`src/rtl/if_stage.sv`:
```
// -----------------------------------------------------------------------------
// if_stage : instruction-fetch stage of the 5-stage LA32R pipeline.
//
// Owns the architectural fetch PC, computes the next PC (sequential or a
// redirect coming back from decode's branch resolution), issues reads to a
// synchronous instruction SRAM with one-cycle read latency, and hands
// {pc, inst, valid} to decode through a valid / allow-in handshake.  While
// decode back-pressures, the word returned by the SRAM is captured in a
// one-entry buffer so that later SRAM output changes cannot corrupt it.
//
// Ports
//   clk              : clock, all state updates on the rising edge
//   reset            : asynchronous active-low reset (0 = in reset)
//   ds_allow_in      : decode can accept an instruction this cycle
//   br_taken_cancel  : decode resolved a taken branch/jump (level)
//   br_target        : redirect address, meaningful when br_taken_cancel=1
//   inst_sram_en     : read request to the instruction SRAM
//   inst_sram_we     : byte write enables, tied to zero
//   inst_sram_addr   : read address (the next PC)
//   inst_sram_wdata  : write data, tied to zero
//   inst_sram_rdata  : read data, valid the cycle after an accepted request
//   fs_to_ds_valid   : fs_pc / fs_inst hold a valid correct-path instruction
//   fs_pc            : PC of the instruction currently in IF
//   fs_inst          : instruction word currently in IF
// -----------------------------------------------------------------------------
module if_stage #(
  parameter logic [31:0] RESET_PC = 32'h1c000000
) (
  input  logic        clk,
  input  logic        reset,
  input  logic        ds_allow_in,
  input  logic        br_taken_cancel,
  input  logic [31:0] br_target,
  output logic        inst_sram_en,
  output logic [3:0]  inst_sram_we,
  output logic [31:0] inst_sram_addr,
  output logic [31:0] inst_sram_wdata,
  input  logic [31:0] inst_sram_rdata,
  output logic        fs_to_ds_valid,
  output logic [31:0] fs_pc,
  output logic [31:0] fs_inst
);

  // The PC register resets one word below RESET_PC so that the very first
  // sequential next-PC computation lands exactly on RESET_PC.
  localparam logic [31:0] PC_RESET_VAL = RESET_PC - 32'd4;

  // State registers and their next-state values.
  logic        fs_valid_q,  fs_valid_d;
  logic [31:0] fs_pc_q,     fs_pc_d;
  logic [31:0] inst_buf_q,  inst_buf_d;
  logic        buf_valid_q, buf_valid_d;

  // Combinational helpers.
  logic        fs_ready_go_s;
  logic        fs_allow_in_s;
  logic [31:0] nextpc_s;
  logic        capture_s;

  // Handshake and pre-IF next-PC selection.
  always_comb begin
    fs_ready_go_s = 1'b1;
    // A taken redirect always makes room: the instruction held in IF is on
    // the wrong path and is simply discarded.
    fs_allow_in_s = !fs_valid_q
                  | (ds_allow_in & fs_ready_go_s)
                  | br_taken_cancel;
    if (br_taken_cancel) begin
      nextpc_s = br_target;
    end else begin
      nextpc_s = fs_pc_q + 32'd4;
    end
    // Capture the SRAM word exactly once, on the first stalled cycle; later
    // cycles must keep the buffered copy because the SRAM output is free to
    // change while no request is outstanding.
    capture_s = fs_valid_q & !ds_allow_in & !br_taken_cancel & !buf_valid_q;
  end

  // Next-state logic for the IF registers.
  always_comb begin
    fs_valid_d  = fs_valid_q;
    fs_pc_d     = fs_pc_q;
    inst_buf_d  = inst_buf_q;
    buf_valid_d = buf_valid_q;
    if (fs_allow_in_s) begin
      // A new request is issued this cycle; its data returns next cycle
      // straight from the SRAM, so any buffered word becomes stale.
      fs_valid_d  = 1'b1;
      fs_pc_d     = nextpc_s;
      buf_valid_d = 1'b0;
    end else if (capture_s) begin
      inst_buf_d  = inst_sram_rdata;
      buf_valid_d = 1'b1;
    end else begin
      fs_valid_d  = fs_valid_q;
      fs_pc_d     = fs_pc_q;
      inst_buf_d  = inst_buf_q;
      buf_valid_d = buf_valid_q;
    end
  end

  // IF state register with asynchronous active-low reset.
  always_ff @(posedge clk or negedge reset) begin
    if (!reset) begin
      fs_valid_q  <= 1'b0;
      fs_pc_q     <= PC_RESET_VAL;
      inst_buf_q  <= 32'h0000_0000;
      buf_valid_q <= 1'b0;
    end else begin
      fs_valid_q  <= fs_valid_d;
      fs_pc_q     <= fs_pc_d;
      inst_buf_q  <= inst_buf_d;
      buf_valid_q <= buf_valid_d;
    end
  end

  // SRAM request and decode-facing outputs.
  always_comb begin
    // Gating with reset keeps the SRAM idle while reset is held, even though
    // fs_allow_in is high then (fs_valid is 0).
    inst_sram_en    = reset & fs_allow_in_s;
    inst_sram_we    = 4'b0000;
    inst_sram_addr  = nextpc_s;
    inst_sram_wdata = 32'h0000_0000;
    // Never offer the instruction in IF while a redirect is asserted: it is
    // wrong-path by definition.
    fs_to_ds_valid  = fs_valid_q & fs_ready_go_s & !br_taken_cancel;
    fs_pc           = fs_pc_q;
    if (buf_valid_q) begin
      fs_inst = inst_buf_q;
    end else begin
      fs_inst = inst_sram_rdata;
    end
  end

endmodule
```
`config.mk`:
```
export PLATFORM = sky130hd
export DESIGN_NAME = if_stage
export DESIGN_NICKNAME = d
export VERILOG_FILES = /design/src/rtl/if_stage.sv
export SDC_FILE = /design/constraint.sdc
export NUM_CORES = 1
export LEC_CHECK = 0
export BUFFER_PORTS_ARGS = -buffer_cell sky130_fd_sc_hd__clkbuf_2
export CAP_MARGIN = 20
export CORE_ASPECT_RATIO = 0.5
export CORE_MARGIN = 4
export CORE_UTILIZATION = 49
export DETAILED_ROUTE_END_ITERATION = 6
export PLACE_DENSITY = 0.78
export SYNTH_ARGS = -nofsm -noshare
export SYNTH_HDL_FRONTEND = slang
export SYNTH_SLANG_ARGS = --single-unit
```
`constraint.sdc`:
```
create_clock -name clk -period 2.5 [get_ports clk]
set_clock_uncertainty 0.1 [all_clocks]
set_input_delay 0.125 -clock clk [delete_from_list [all_inputs] [get_ports clk]]
set_output_delay 0.125 -clock clk [all_outputs]
set_load 0.01 [all_outputs]
```
==> impl_metrics.yaml, run 1 <==
worst_setup_path:
  r2r_cells: 5
  end_kind: "output port"
  crit_required_ps: 2280
  arrival_ps: 2300
  r2r_slack_ps: 230
  crit_type: "reg -> out"
  start_kind: "register"
  worst-path-max-fanout: 5
placement:
  hpwlAfterDp_um: 9670
  place_congestion: 0.845
  port-buffer-count: 165
floorplan:
  start_util_pct: 50.3
  coreArea_sq_mm: 0.00942
  chipHeight_um: 77.5
  dieWidth_um: 147
  boundaryPins: 202
  die_area_sq_mm: 0.0114
  rows: 25
pwr:
  p_sw_uw: 1300
  power_density_mw_per_mm2: 581
  ir_drop_v: 0.000311
  intPower_uw: 2750
  power_frac_seq_pct: 35.6
  p_clk_share_pct: 33.7
  p_total_uw: 4050
  swShare_pct: 32.2
  leakage_uw: 0.00307
  p_comb_share_pct: 30.7
clock_tree:
  path_clk_slew_ps: 60
  cts_tree: "done"
  cts_max_path_buffers: 2
  cts_made_buffers: 9
  htreeDepth: 3
  cts_root_buffer: "clkbuf_16"
  clk_latency_ps: 340
  clock-sinks: 66
run_status:
  violations: "negative hold slack, negative setup slack"
  status: "complete, but fails checks"
timing:
  slew_headroom_pct: 43.3
  fin_crit_sh_pct: 101
  maxSlewViolCount: 0
  min_period_ps: 2520
  holdWs_ps: -8.32
  fin_ws_ps: -20.2
  rsz0062_at_grt: "true"
  fmax_mhz: 397
  final-setup-viol-count: 2
  hold_viol_final: 1
  final.setup.tns_ps: -20.9
  worst_pin_slew_ps: 850
final_layout:
  fillers: 627
  final_cell_mix: "clkbuf_2, mux2_2, buf_4, dlygate4sd3_1, dfrtp_1"
  multiInputGateArea_sq_mm: 0.00294
  fin_util_pct: 74.0
  final_common_cell: "clkbuf_2"
  seq_area_sq_mm: 0.00168
  nets: 813
  drive_gt1_share_pct: 51.0
  area_growth_pct: 47.3
  insertedDiodeCount: 0
routing:
  first_pass_iters: 5
  vias_per_cell: 5.69
  ant_nets: 0
  wl_per_cell_um: 18.9
  first_iter_violations: 377
  drc: 0
  vias: 5032
  drt-total-wl_um: 16700
synth:
  synth_edf_count: 0
  netlist_instances: 501
  ys_seq_area_share_pct: 35.6
  async_flop_share_pct: 100
  synth_area_leader_cell: "dfrtp_1"
  ys_warn_count: 0
  synthFlopType: "dfrtp_1"
  netlist_top_cells_area: "dfrtp_1, mux2_2, dfstp_2, buf_4, nor3_1"
  synth_area_sq_mm: 0.00473
  syn_area_per_cell_sq_um: 9.45
  synth_top_cell_area_share_pct: 21.2
  ys_types: 49
  ys_ff_latch: 66
global_route:
  grt_max_degree: 67
  grt_overflow: 0
  antenna_found_initial: 0
  grt_pass1_wl_um: 25900
  grtUsageTotal_pct: 28.2
  grt_pass1_vias: 4942
hold_path:
  hold_path_depth: 3
  worstHoldPathType: "in -> reg"
run:
  drv_cap: 0
==> cell usage after synthesis, drive strengths merged (9+ instances only) <==
cell	n
mux2	76
nor2	34
dfrtp	40
or4	9
nor3	26
a211oi	11
nand4	12
nand3	13
nor4	20
and4	10
nand2	29
a21oi	9
clkbuf	22
dfstp	26
nor2b	10
a31oi	10
buf	56
o21ai	12
==> area by class of cell <==
cell class	count	share of cell area, %
repair buffers	274	26.6
flip-flops and latches	66	24.2
well taps	135	2.42
clock buffers	10	3.28
multi-input cells	390	42.1
clock inverters	6	1.31
inverters	3	0.162
==> per-stage QoR <==
step / setup slack (ps) / hold slack (ps) / std cells / cell area, sq um
detailed placement: 92.4 / 277 / 778 / 5590
global placement: 130 / 271 / 778 / 5590
global route: -105 / 39.9 / 884 / 6970
floorplan: 178 / -271 / 536 / 4860
CTS: -77.6 / 1.76 / 869 / 6800
finish: -20.2 / -8.32 / 884 / 6970
==> worst max-delay path, cell delays in order, from the launching register on <==
cell and delay, ps:
dfstp_2 540, buf_4 150, nand4_4 160, or4_4 620, nor4_4 240, nor3_2 100
clkbuf_2 140
==> layer usage <==
layer	GRT usage (%)	wire, um	part of all wire [%]	vias up
met5	0	0	0	-
met3	7.35	1310	7.9	36
met4	7.06	279	1.7	0
li1	-	-	-	2289
met2	51.1	8580	51	256
met1	33.6	6540	39	2451
==> power groups by stage <==
stage,clock (uW),sequential [uW],combinational (uW)
2_1_floorplan,0,1430,640
3_3_place_gp,0,1440,945
3_5_place_dp,0,1460,960
4_1_cts,1370,1420,1150
5_1_grt,1430,1460,1340
6_report,1360,1440,1240
==> state kept, by name, summed over array words and instances (netlist names) <==
name         cells
buf_valid_q      1
fs_pc           32
fs_valid_q       1
inst_buf_q      32
==> what timing repair did <==
action,4_1_cts,5_1_grt
hold endpoints to repair,88,0
buffers inserted,24,15
cloned,2,1
gates resized for setup,29,27
hold buffers,49,0
pin swaps,28,17
setup endpoints to repair,14,20
==> final timing paths <==
check,start,endpoint
max,fs_pc[8],inst_sram_addr[25]
max in group asynchronous,reset,inst_buf_q[22]
min,br_target[20],fs_pc[20]
max reg2reg,fs_pc[2],fs_pc[27]
min reg2reg,inst_buf_q[21],inst_buf_q[21]
min in group asynchronous,reset,fs_valid_q
==> cell families (layout without fill, tap and decap cells) <==
family / Yosys count / count (layout) / share of synthesized area (%)
AO/OA/AOI/OAI: 73 / 73 / 10.9
XOR/XNOR: 11 / 11 / 2.04
AND/OR/NAND/NOR: 191 / 192 / 23.0
flip-flops: 66 / 66 / 35.6
other: 2 / 37 / 0.159
adder cells (fa/ha/maj): 1 / 1 / 0.264
multiplexers: 76 / 76 / 18.1
buffers and inverters: 81 / 293 / 9.89
Power figures use the tool's default switching activity.
==> run 2, diff against run 1 <==
==> constraint.sdc (replaced) <==
create_clock -name clk -period 2.5 [get_ports clk]
set_clock_uncertainty 0.1 [all_clocks]
set_input_delay 0.5 -clock clk [delete_from_list [all_inputs] [get_ports clk]]
set_output_delay 0.5 -clock clk [all_outputs]
set_load 0.01 [all_outputs]
==> impl_metrics.yaml, run 2 (synthesis results as in run 1) <==
run_status:
  status: "complete, but fails checks"
  violations: "negative setup slack"
floorplan:
  die_area_sq_mm: 0.0114
  coreArea_sq_mm: 0.00942
  chipHeight_um: 77.5
  boundaryPins: 202
  start_util_pct: 50.3
  dieWidth_um: 147
  rows: 25
final_layout:
  final_cell_mix: "clkbuf_2, mux2_2, buf_4, dfrtp_1, conb_1"
  nets: 808
  drive_gt1_share_pct: 61.4
  fin_util_pct: 76.4
  fillers: 592
  multiInputGateArea_sq_mm: 0.00317
  final_common_cell: "clkbuf_2"
  seq_area_sq_mm: 0.00168
  area_growth_pct: 52.0
  insertedDiodeCount: 0
pwr:
  ir_drop_v: 0.000368
  power_density_mw_per_mm2: 598
  leakage_uw: 0.00320
  p_total_uw: 4300
timing:
  fin_ws_ps: -416
  holdWs_ps: 286
  fmax_mhz: 343
  maxSlewViolCount: 0
  fin_crit_sh_pct: 117
  worst_pin_slew_ps: 847
  final-setup-viol-count: 25
  final.setup.tns_ps: -6060
  rsz0062_at_grt: "true"
  min_period_ps: 2920
  slew_headroom_pct: 43.5
  hold_viol_final: 0
routing:
  ant_nets: 0
  vias: 5109
  first_pass_iters: 5
  vias_per_cell: 5.81
  drc: 0
  first_iter_violations: 488
  wl_per_cell_um: 19.3
  drt-total-wl_um: 16900
worst_setup_path:
  end_kind: "output port"
  crit_type: "reg -> out"
  crit_required_ps: 1900
  arrival_ps: 2320
  r2r_slack_ps: 80
  worst-path-max-fanout: 8
  start_kind: "register"
run:
  drv_cap: 0
clock_tree:
  clock-sinks: 66
  htreeDepth: 3
  cts_made_buffers: 9
  path_clk_slew_ps: 60
  cts_root_buffer: "clkbuf_16"
  cts_max_path_buffers: 2
  clk_latency_ps: 340
  cts_tree: "done"
global_route:
  grt_max_degree: 67
  grt_pass1_wl_um: 24400
  grt_pass1_vias: 4873
  grtUsageTotal_pct: 26.2
  antenna_found_initial: 0
  grt_overflow: 0
placement:
  port-buffer-count: 165
  hpwlAfterDp_um: 10600
  place_congestion: 0.871
hold_path:
  worstHoldPathType: "in -> async"
[run 2: power breakdown]
group          switching, uW  total [uW]  internal [uW]  leakage (uW)
logic                    734        1400            668       0.00228
clock network            485        1490           1000      0.000165
registers                127        1410           1280      0.000752
total                   1350        4300           2950       0.00320
[run 2: routing by layer]
metal / up-vias / global-route usage [%] / wire [um]
met3: 62 / 5.37 / 1360
met5: - / 0 / 0
met2: 293 / 45.5 / 8260
met1: 2491 / 31.9 / 6630
li1: 2263 / - / -
met4: 0 / 11.2 / 693
[run 2: cell type report]
| cell class | instances | share of cell area (%) |
|---|---|---|
| Timing Repair Buffer | 270 | 25.1 |
| Clock buffer | 10 | 3.32 |
| Sequential cell | 66 | 23.4 |
| Clock inverter | 6 | 1.58 |
| Multi-Input combinational cell | 389 | 44.1 |
| Inverter | 3 | 0.157 |
| Tap cell | 135 | 2.35 |
[run 2: final timing paths]
check                                         from                 end  cells after the start
worst min register to register       inst_buf_q[6]       inst_buf_q[6]                      1
min in group clk                inst_sram_rdata[2]       inst_buf_q[2]                      2
worst min-delay path                         reset       inst_buf_q[3]                      2
max in group asynchronous                    reset            fs_pc[1]                      2
worst max register to register           fs_pc[10]           fs_pc[13]                      8
worst max-delay path                     fs_pc[11]  inst_sram_addr[30]                      8
[run 2: metrics by stage]
step / setup slack (ps) / instances / area, sq um
6_report: -416 / 879 / 7190
5_1_grt: -460 / 879 / 7190
4_1_cts: -386 / 863 / 6800
3_5_place_dp: -73.8 / 822 / 6000
3_3_place_gp: -22.9 / 822 / 6000
2_1_floorplan: -32.2 / 536 / 4970
[run 2: what timing repair did]
action	4_1_cts	5_1_grt
pin swaps	23	38
gates resized for setup	59	69
setup buffers	26	18
cloned	0	2
hold buffers	0	0
endpoints found under the setup margin	24	27
[run 2: critical path, cell delays in order, from the launching register on]
cell and delay, ps:
dfstp_2 580, and4_1 230, nand4_1 160, buf_6 190
buf_6 120, buf_6 140, nor4_4 340, a2111oi_4 50
buf_2 160
